**src/rtl/dpsk_deserializer_if.sv**
```systemverilog
// Port bundle for dpsk_deserializer: serial DPSK line in, framed parallel words out.
// parity_err exists only when DPSK_PARITY_EN is defined.
interface dpsk_deserializer_if #(
  parameter int WORD_W = 10,
  parameter int ERR_W  = 8
);
  logic              rx_bit;
  logic              rx_start;
  logic [WORD_W-1:0] word;
  logic              word_valid;
  logic              frame_err;
  logic [ERR_W-1:0]  err_count;
  logic              busy;
`ifdef DPSK_PARITY_EN
  logic              parity_err;

  modport master (
    output rx_bit, rx_start,
    input  word, word_valid, frame_err, err_count, busy, parity_err
  );

  modport slave (
    input  rx_bit, rx_start,
    output word, word_valid, frame_err, err_count, busy, parity_err
  );
`else
  modport master (
    output rx_bit, rx_start,
    input  word, word_valid, frame_err, err_count, busy
  );

  modport slave (
    input  rx_bit, rx_start,
    output word, word_valid, frame_err, err_count, busy
  );
`endif
endinterface

```
**src/rtl/dpsk_deserializer.sv**
```systemverilog
// Differential DPSK decoder and word framer with a saturating framing-error counter.
// Define DPSK_PARITY_EN to append an even-parity bit to every frame and report parity_err.
module dpsk_deserializer #(
  parameter int WORD_W = 10,
  parameter int ERR_W  = 8
) (
  input  logic               clk,
  input  logic               rst,
  dpsk_deserializer_if.slave bus
);

`ifdef DPSK_PARITY_EN
  localparam int FRAME_W = WORD_W + 1;
`else
  localparam int FRAME_W = WORD_W;
`endif
  localparam int               CNT_W    = $clog2(FRAME_W + 1);
  localparam logic [CNT_W-1:0] LAST_POS = CNT_W'(FRAME_W - 1);
  localparam logic [ERR_W-1:0] ERR_MAX  = {ERR_W{1'b1}};

  typedef enum logic [0:0] {
    ST_IDLE  = 1'b0,
    ST_SHIFT = 1'b1
  } state_t;

  function automatic logic even_parity(input logic [WORD_W-1:0] v);
    return ^v;
  endfunction

  function automatic logic [ERR_W-1:0] sat_inc(input logic [ERR_W-1:0] v);
    if (v == ERR_MAX) begin
      return v;
    end else begin
      return v + ERR_W'(1);
    end
  endfunction

  state_t            state_r, state_nxt_s;
  logic [CNT_W-1:0]  cnt_r, cnt_nxt_s;
  logic [WORD_W-1:0] shreg_r, shreg_nxt_s;
  logic              prev_r;
  logic              d_s;
  logic [WORD_W-1:0] word_r, word_nxt_s;
  logic              word_valid_r, word_valid_nxt_s;
  logic              frame_err_r, frame_err_nxt_s;
  logic [ERR_W-1:0]  err_count_r, err_count_nxt_s;
  logic              busy_r;
`ifdef DPSK_PARITY_EN
  logic              parity_err_r, parity_err_nxt_s;
`endif

  assign d_s = bus.rx_bit ^ prev_r;

  // FSM state, bit position, partial word and the differential reference bit
  always_ff @(posedge clk or posedge rst) begin
    if (rst) begin
      state_r <= ST_IDLE;
      cnt_r   <= '0;
      shreg_r <= '0;
      prev_r  <= 1'b0;
    end else begin
      state_r <= state_nxt_s;
      cnt_r   <= cnt_nxt_s;
      shreg_r <= shreg_nxt_s;
      prev_r  <= bus.rx_bit;
    end
  end

  // Next-state, shift and output decisions for the sampled symbol
  always_comb begin
    state_nxt_s      = state_r;
    cnt_nxt_s        = cnt_r;
    shreg_nxt_s      = shreg_r;
    word_nxt_s       = word_r;
    word_valid_nxt_s = 1'b0;
    frame_err_nxt_s  = 1'b0;
    err_count_nxt_s  = err_count_r;
`ifdef DPSK_PARITY_EN
    parity_err_nxt_s = parity_err_r;
`endif
    case (state_r)
      ST_IDLE: begin
        if (bus.rx_start) begin
          shreg_nxt_s[0] = d_s;
          cnt_nxt_s      = CNT_W'(1);
          state_nxt_s    = ST_SHIFT;
        end else begin
          state_nxt_s    = ST_IDLE;
        end
      end
      ST_SHIFT: begin
        if (bus.rx_start) begin
          // A start inside a frame abandons the partial word and restarts on this bit
          shreg_nxt_s[0]  = d_s;
          cnt_nxt_s       = CNT_W'(1);
          frame_err_nxt_s = 1'b1;
          err_count_nxt_s = sat_inc(err_count_r);
        end else if (cnt_r == LAST_POS) begin
`ifdef DPSK_PARITY_EN
          word_nxt_s       = shreg_r;
          parity_err_nxt_s = even_parity(shreg_r) ^ d_s;
`else
          word_nxt_s       = {d_s, shreg_r[WORD_W-2:0]};
`endif
          word_valid_nxt_s = 1'b1;
          cnt_nxt_s        = '0;
          state_nxt_s      = ST_IDLE;
        end else begin
          for (int i = 0; i < WORD_W; i++) begin
            shreg_nxt_s[i] = (cnt_r == CNT_W'(i)) ? d_s : shreg_r[i];
          end
          cnt_nxt_s = cnt_r + CNT_W'(1);
        end
      end
      default: begin
        state_nxt_s = ST_IDLE;
        cnt_nxt_s   = '0;
      end
    endcase
  end

  // Registered outputs
  always_ff @(posedge clk or posedge rst) begin
    if (rst) begin
      word_r       <= '0;
      word_valid_r <= 1'b0;
      frame_err_r  <= 1'b0;
      err_count_r  <= '0;
      busy_r       <= 1'b0;
`ifdef DPSK_PARITY_EN
      parity_err_r <= 1'b0;
`endif
    end else begin
      word_r       <= word_nxt_s;
      word_valid_r <= word_valid_nxt_s;
      frame_err_r  <= frame_err_nxt_s;
      err_count_r  <= err_count_nxt_s;
      busy_r       <= (state_nxt_s == ST_SHIFT);
`ifdef DPSK_PARITY_EN
      parity_err_r <= parity_err_nxt_s;
`endif
    end
  end

  assign bus.word       = word_r;
  assign bus.word_valid = word_valid_r;
  assign bus.frame_err  = frame_err_r;
  assign bus.err_count  = err_count_r;
  assign bus.busy       = busy_r;
`ifdef DPSK_PARITY_EN
  assign bus.parity_err = parity_err_r;
`endif

endmodule

```
**src/flat_wrapper.sv**
```systemverilog
// flat-port wrapper written by rule: the top's interface ports become plain ports
module dpsk_deserializer_flat 
#(
  parameter int WORD_W = 10,
  parameter int ERR_W  = 8
)
  (clk, rst, bus_rx_bit, bus_rx_start, bus_word, bus_word_valid, bus_frame_err, bus_err_count, bus_busy);
  dpsk_deserializer_if #(.WORD_W(WORD_W), .ERR_W(ERR_W)) bus_i ();
  input  logic clk;
  input  logic rst;
  input wire logic [$bits(bus_i.rx_bit)-1:0] bus_rx_bit;
  input wire logic [$bits(bus_i.rx_start)-1:0] bus_rx_start;
  output wire logic [$bits(bus_i.word)-1:0] bus_word;
  output wire logic [$bits(bus_i.word_valid)-1:0] bus_word_valid;
  output wire logic [$bits(bus_i.frame_err)-1:0] bus_frame_err;
  output wire logic [$bits(bus_i.err_count)-1:0] bus_err_count;
  output wire logic [$bits(bus_i.busy)-1:0] bus_busy;
  assign bus_i.rx_bit = bus_rx_bit;
  assign bus_i.rx_start = bus_rx_start;
  assign bus_word = bus_i.word;
  assign bus_word_valid = bus_i.word_valid;
  assign bus_frame_err = bus_i.frame_err;
  assign bus_err_count = bus_i.err_count;
  assign bus_busy = bus_i.busy;
  dpsk_deserializer #(.WORD_W(WORD_W), .ERR_W(ERR_W)) u_core (.clk(clk), .rst(rst), .bus(bus_i));
endmodule
```
**config.mk**
```make
export PLATFORM = sky130hd
export DESIGN_NAME = dpsk_deserializer_flat
export DESIGN_NICKNAME = d
export VERILOG_FILES = /design/src/rtl/dpsk_deserializer_if.sv /design/src/rtl/dpsk_deserializer.sv /design/src/flat_wrapper.sv
export SDC_FILE = /design/constraint.sdc
export NUM_CORES = 1
export LEC_CHECK = 0
export BUFFER_PORTS_ARGS = -buffer_cell sky130_fd_sc_hd__buf_2
export CORE_ASPECT_RATIO = 0.8
export CORE_MARGIN = 4
export CORE_UTILIZATION = 59
export DETAILED_ROUTE_END_ITERATION = 16
export GPL_TIMING_DRIVEN = 1
export HOLD_SLACK_MARGIN = 0.02
export PLACE_DENSITY_LB_ADDON = 0.12
export SLEW_MARGIN = 40
export SYNTH_ARGS = -nofsm -noshare
export SYNTH_HDL_FRONTEND = slang
export SYNTH_SLANG_ARGS = --single-unit
export TNS_END_PERCENT = 20
```
**constraint.sdc**
```tcl
create_clock -name clk -period 3.2 [get_ports clk]
set_input_delay 0.64 -clock clk [delete_from_list [all_inputs] [get_ports clk]]
set_output_delay 0.64 -clock clk [all_outputs]
set_load 0.005 [all_outputs]
```
==> parameters.txt <==
Parameter                              Value

Layout
  Share of layout cells above drive strength 1    38.0%
  Cell Count, Final, Fillers Out    186
  Post-layout nets    154
  Fill cells    198
  Flip-flop and latch area    876 µm²
  Synth-to-Final Area Change    15.1%
  Diodes inserted    0
  Footprint of the multi-input gates    641 µm²

Synthesis
  Most numerous cell types in the synthesized netlist    35 x dfrtp_1, 12 x mux2_2, 8 x mux2_4, 8 x nand2_1, 7 x a21oi_1
  Cells taking the most area after synthesis    dfrtp_1 56%, mux2_2 8.6%, mux2_4 7.7%
  Distinct cell type count of the synthesized netlist    33
  Mean instance size in the synthesized netlist    12.8 µm²
  Area share of the largest cell type after synthesis    56.0%
  Netlist Area Pre-Place    1570 µm²
  Commonest register cell after synthesis    dfrtp_1
  Share of async-settable or async-resettable flops after synthesis    100%
  Synth Warn #    0
  Post-synthesis net count    127
  Syn Inst Count    122
  Total of flip-flops plus latches after synthesis    35
  Library cell with the highest instance count after synthesis    dfrtp_1
  Number of enable-type register cells in the synthesized netlist    0
  Post-synthesis sequential area ratio    56.0%
  Cell taking the most area after synthesis    dfrtp_1

Timing
  Final Critical Period    1.71 ns
  TNS Setup    0 ns
  Peak Freq    586 MHz
  Worst hold slack across all endpoints    0.372 ns
  Final worst-path cycle share    53.4%
  Setup skew after layout    0.0179 ns
  Number of endpoints failing setup at the final stage    0
  Final count of pins violating max slew    0
  Max-slew headroom at the worst pin    54.9%
  Count of endpoints failing hold in the final timing report    0
  Setup repair after global routing missed its margin    no
  Transition at the pin with the smallest max-transition slack    0.675 ns
  Worst setup slack after layout    1.49 ns

Power and ir drop
  Cell Int Power    0.954 mW
  Total net switching power    0.373 mW
  Clk network pwr share    29.2%
  Leak    0.938 nW
  Sequential share of power    49.1%
  Switching Fraction    28.1%
  Peak VDD IR    591 µV
  Combinational fraction of design power    21.6%
  Power per unit of standard cell area    737 nW/µm²

Die
  Die extent in x    65.6 µm
  Rows    16
  I/O pins    25
  Core area    2480 µm²
  Vertical die dimension    54.1 µm
  Initial standard-cell utilization of the core    63.1%
  Full die area    3550 µm²

Global routing
  Overall global routing resource usage    19.1%
  Global-route wire length before repair    4.82 mm
  Largest net degree at the start of global routing    36
  Antenna violations before repair    0
  Via count of the first global-routing pass    998
  Total global routing overflow    0

Placed design
  Estimated wirelength of the detail-placed design    1.94 mm
  Final weighted congestion in routability-driven placement    0.798
  Post-Place Worst Slack    1.41 ns
  Number of buffer cells added on primary ports    24
  Number of cells in the design after placement    178

Setup path
  Cell class contributing the biggest share of worst-path delay    flip-flops
  Cell at the slowest stage of the critical path    dfrtp_1
  Origin of the critical flop-to-flop path    u_core.bus.err_count[4]
  Kind of start point of the critical path    flop
  R2R setup slack    1.71 ns
  Worst path buffer plus inverter count    1
  Critical path peak fanout    12
  Classification of the worst setup path    flop to primary output
  Worst r2r dst    u_core.bus.err_count[1]
  Critical path launch point    u_core.state_r
  Critical Path Sink Type    primary output
  Number of cells on the critical path    1
  Worst EP arrival    1.07 ns
  Stage delay of the slowest cell on the critical path    0.55 ns
  Crit path cell chain    buf_2
  Required time of the critical path    2.56 ns
  Worst reg2reg path depth    3

Detailed routing
  Detailed Routing Iterations Pass 1    4
  Number of remaining DRC errors    0
  Count of antenna-violating nets left after detailed routing    0
  DRC violation total after the first TritonRoute iteration    91
  DR WL/cell    15.3 µm
  Total Routed Length    2.85 mm
  Via count of the routed design    1037
  Per-cell via count in the routed design    5.58

Worst hold path
  Worst hold path class    primary input to async pin

CTS
  Number of buffers created by CTS    5
  Number of H-tree levels    2
  Insertion delay of the later-clocked pin in the worst-skew pair    0.34 ns
  Number of hold buffers added after CTS    0
  Clock-pin slew on the worst setup and hold paths    0.10 ns
  Clock tree sinks    35
  Clock Path Buffers    2
  PostCTS Resize Cnt    0
  Setup fix buffers added after clock tree synthesis    0
  Root buf cell    clkbuf_4
  TritonCTS clock tree    done

Run status
  Run status    complete, no violations

Flow run
  Max capacitance violation total    0
## stage by stage
| step | util, % | area, µm² | total power, mW |
|---|---|---|---|
| global placement | 68.5 | 1700 | 0.918 |
| detailed placement | 68.5 | 1700 | 0.945 |
| finish | 72.6 | 1800 | 1.33 |
| global route | 72.6 | 1800 | 1.40 |
| floorplan | - | 1570 | 0.827 |
| CTS | 72.6 | 1800 | 1.33 |
## layer usage
layer	track usage (%)	vias up	routed length (µm)
li1	-	495	-
met4	7.59	0	31
met3	8.14	4	164
met5	0	-	0
met2	29.6	32	1310
met1	23.8	506	1350
## cells by family (layout without fill, tap and decap cells)
kind of cell | after synthesis | count (layout) | share of synthesized area [%]
AO/OA/AOI/OAI | 17 | 17 | 6.80
XOR/XNOR | 5 | 5 | 2.80
adder cells (fa/ha/maj) | 1 | 1 | 0.799
buffers and inverters | 8 | 36 | 3.12
flip-flops | 35 | 35 | 56.0
multiplexers | 20 | 20 | 16.3
AND/OR/NAND/NOR | 36 | 36 | 14.2
## registers in the layout, summed over array words and instances, names as in the netlist
signal                 count
u_core.bus.word_valid      1
u_core.state_r             1
u_core.prev_r              1
u_core.bus.word           10
u_core.bus.frame_err       1
u_core.bus.err_count       8
u_core.shreg_r             9
u_core.cnt_r               4
## placed cells by master, fill, tap and decap left out, drive strengths merged, types with 4 or more instances in the layout
cell type	count
dfrtp	35
buf	25
mux2	20
nand2	9
a21oi	7
clkbuf	6
nand3	5
xor2	4
nor2b	4
## worst max path at each step
stage,to,slack [ns]
3_3_place_gp,u_core.bus.word[3],1.45
3_5_place_dp,u_core.bus.word[1],1.41
6_report,bus_busy,1.49
2_1_floorplan,u_core.bus.word[1],1.61
5_1_grt,bus_busy,1.40
4_1_cts,bus_busy,1.49
## power groups by stage
stage / clock network, mW / registers (mW) / logic, mW
2_1_floorplan: 0 / 0.636 / 0.191
3_3_place_gp: 0 / 0.644 / 0.275
3_5_place_dp: 0 / 0.656 / 0.288
4_1_cts: 0.394 / 0.649 / 0.291
5_1_grt: 0.417 / 0.668 / 0.319
6_report: 0.388 / 0.652 / 0.287
## worst reg2reg max path: stages (launching register included)
cell and delay [ns]:
dfrtp_1 0.45, and4_1 0.31, a41o_1 0.25, mux2_2 0.35
## cell type report
| type | instances | area share, % |
|---|---|---|
| sequential | 35 | 48.6 |
| multi-input combinational | 79 | 35.6 |
| timing repair buffer | 25 | 7.08 |
| clock inverter | 2 | 3.33 |
| tap | 36 | 2.50 |
| clock buffer | 6 | 2.29 |
| inverter | 3 | 0.625 |
Power figures use the tool's default switching activity.
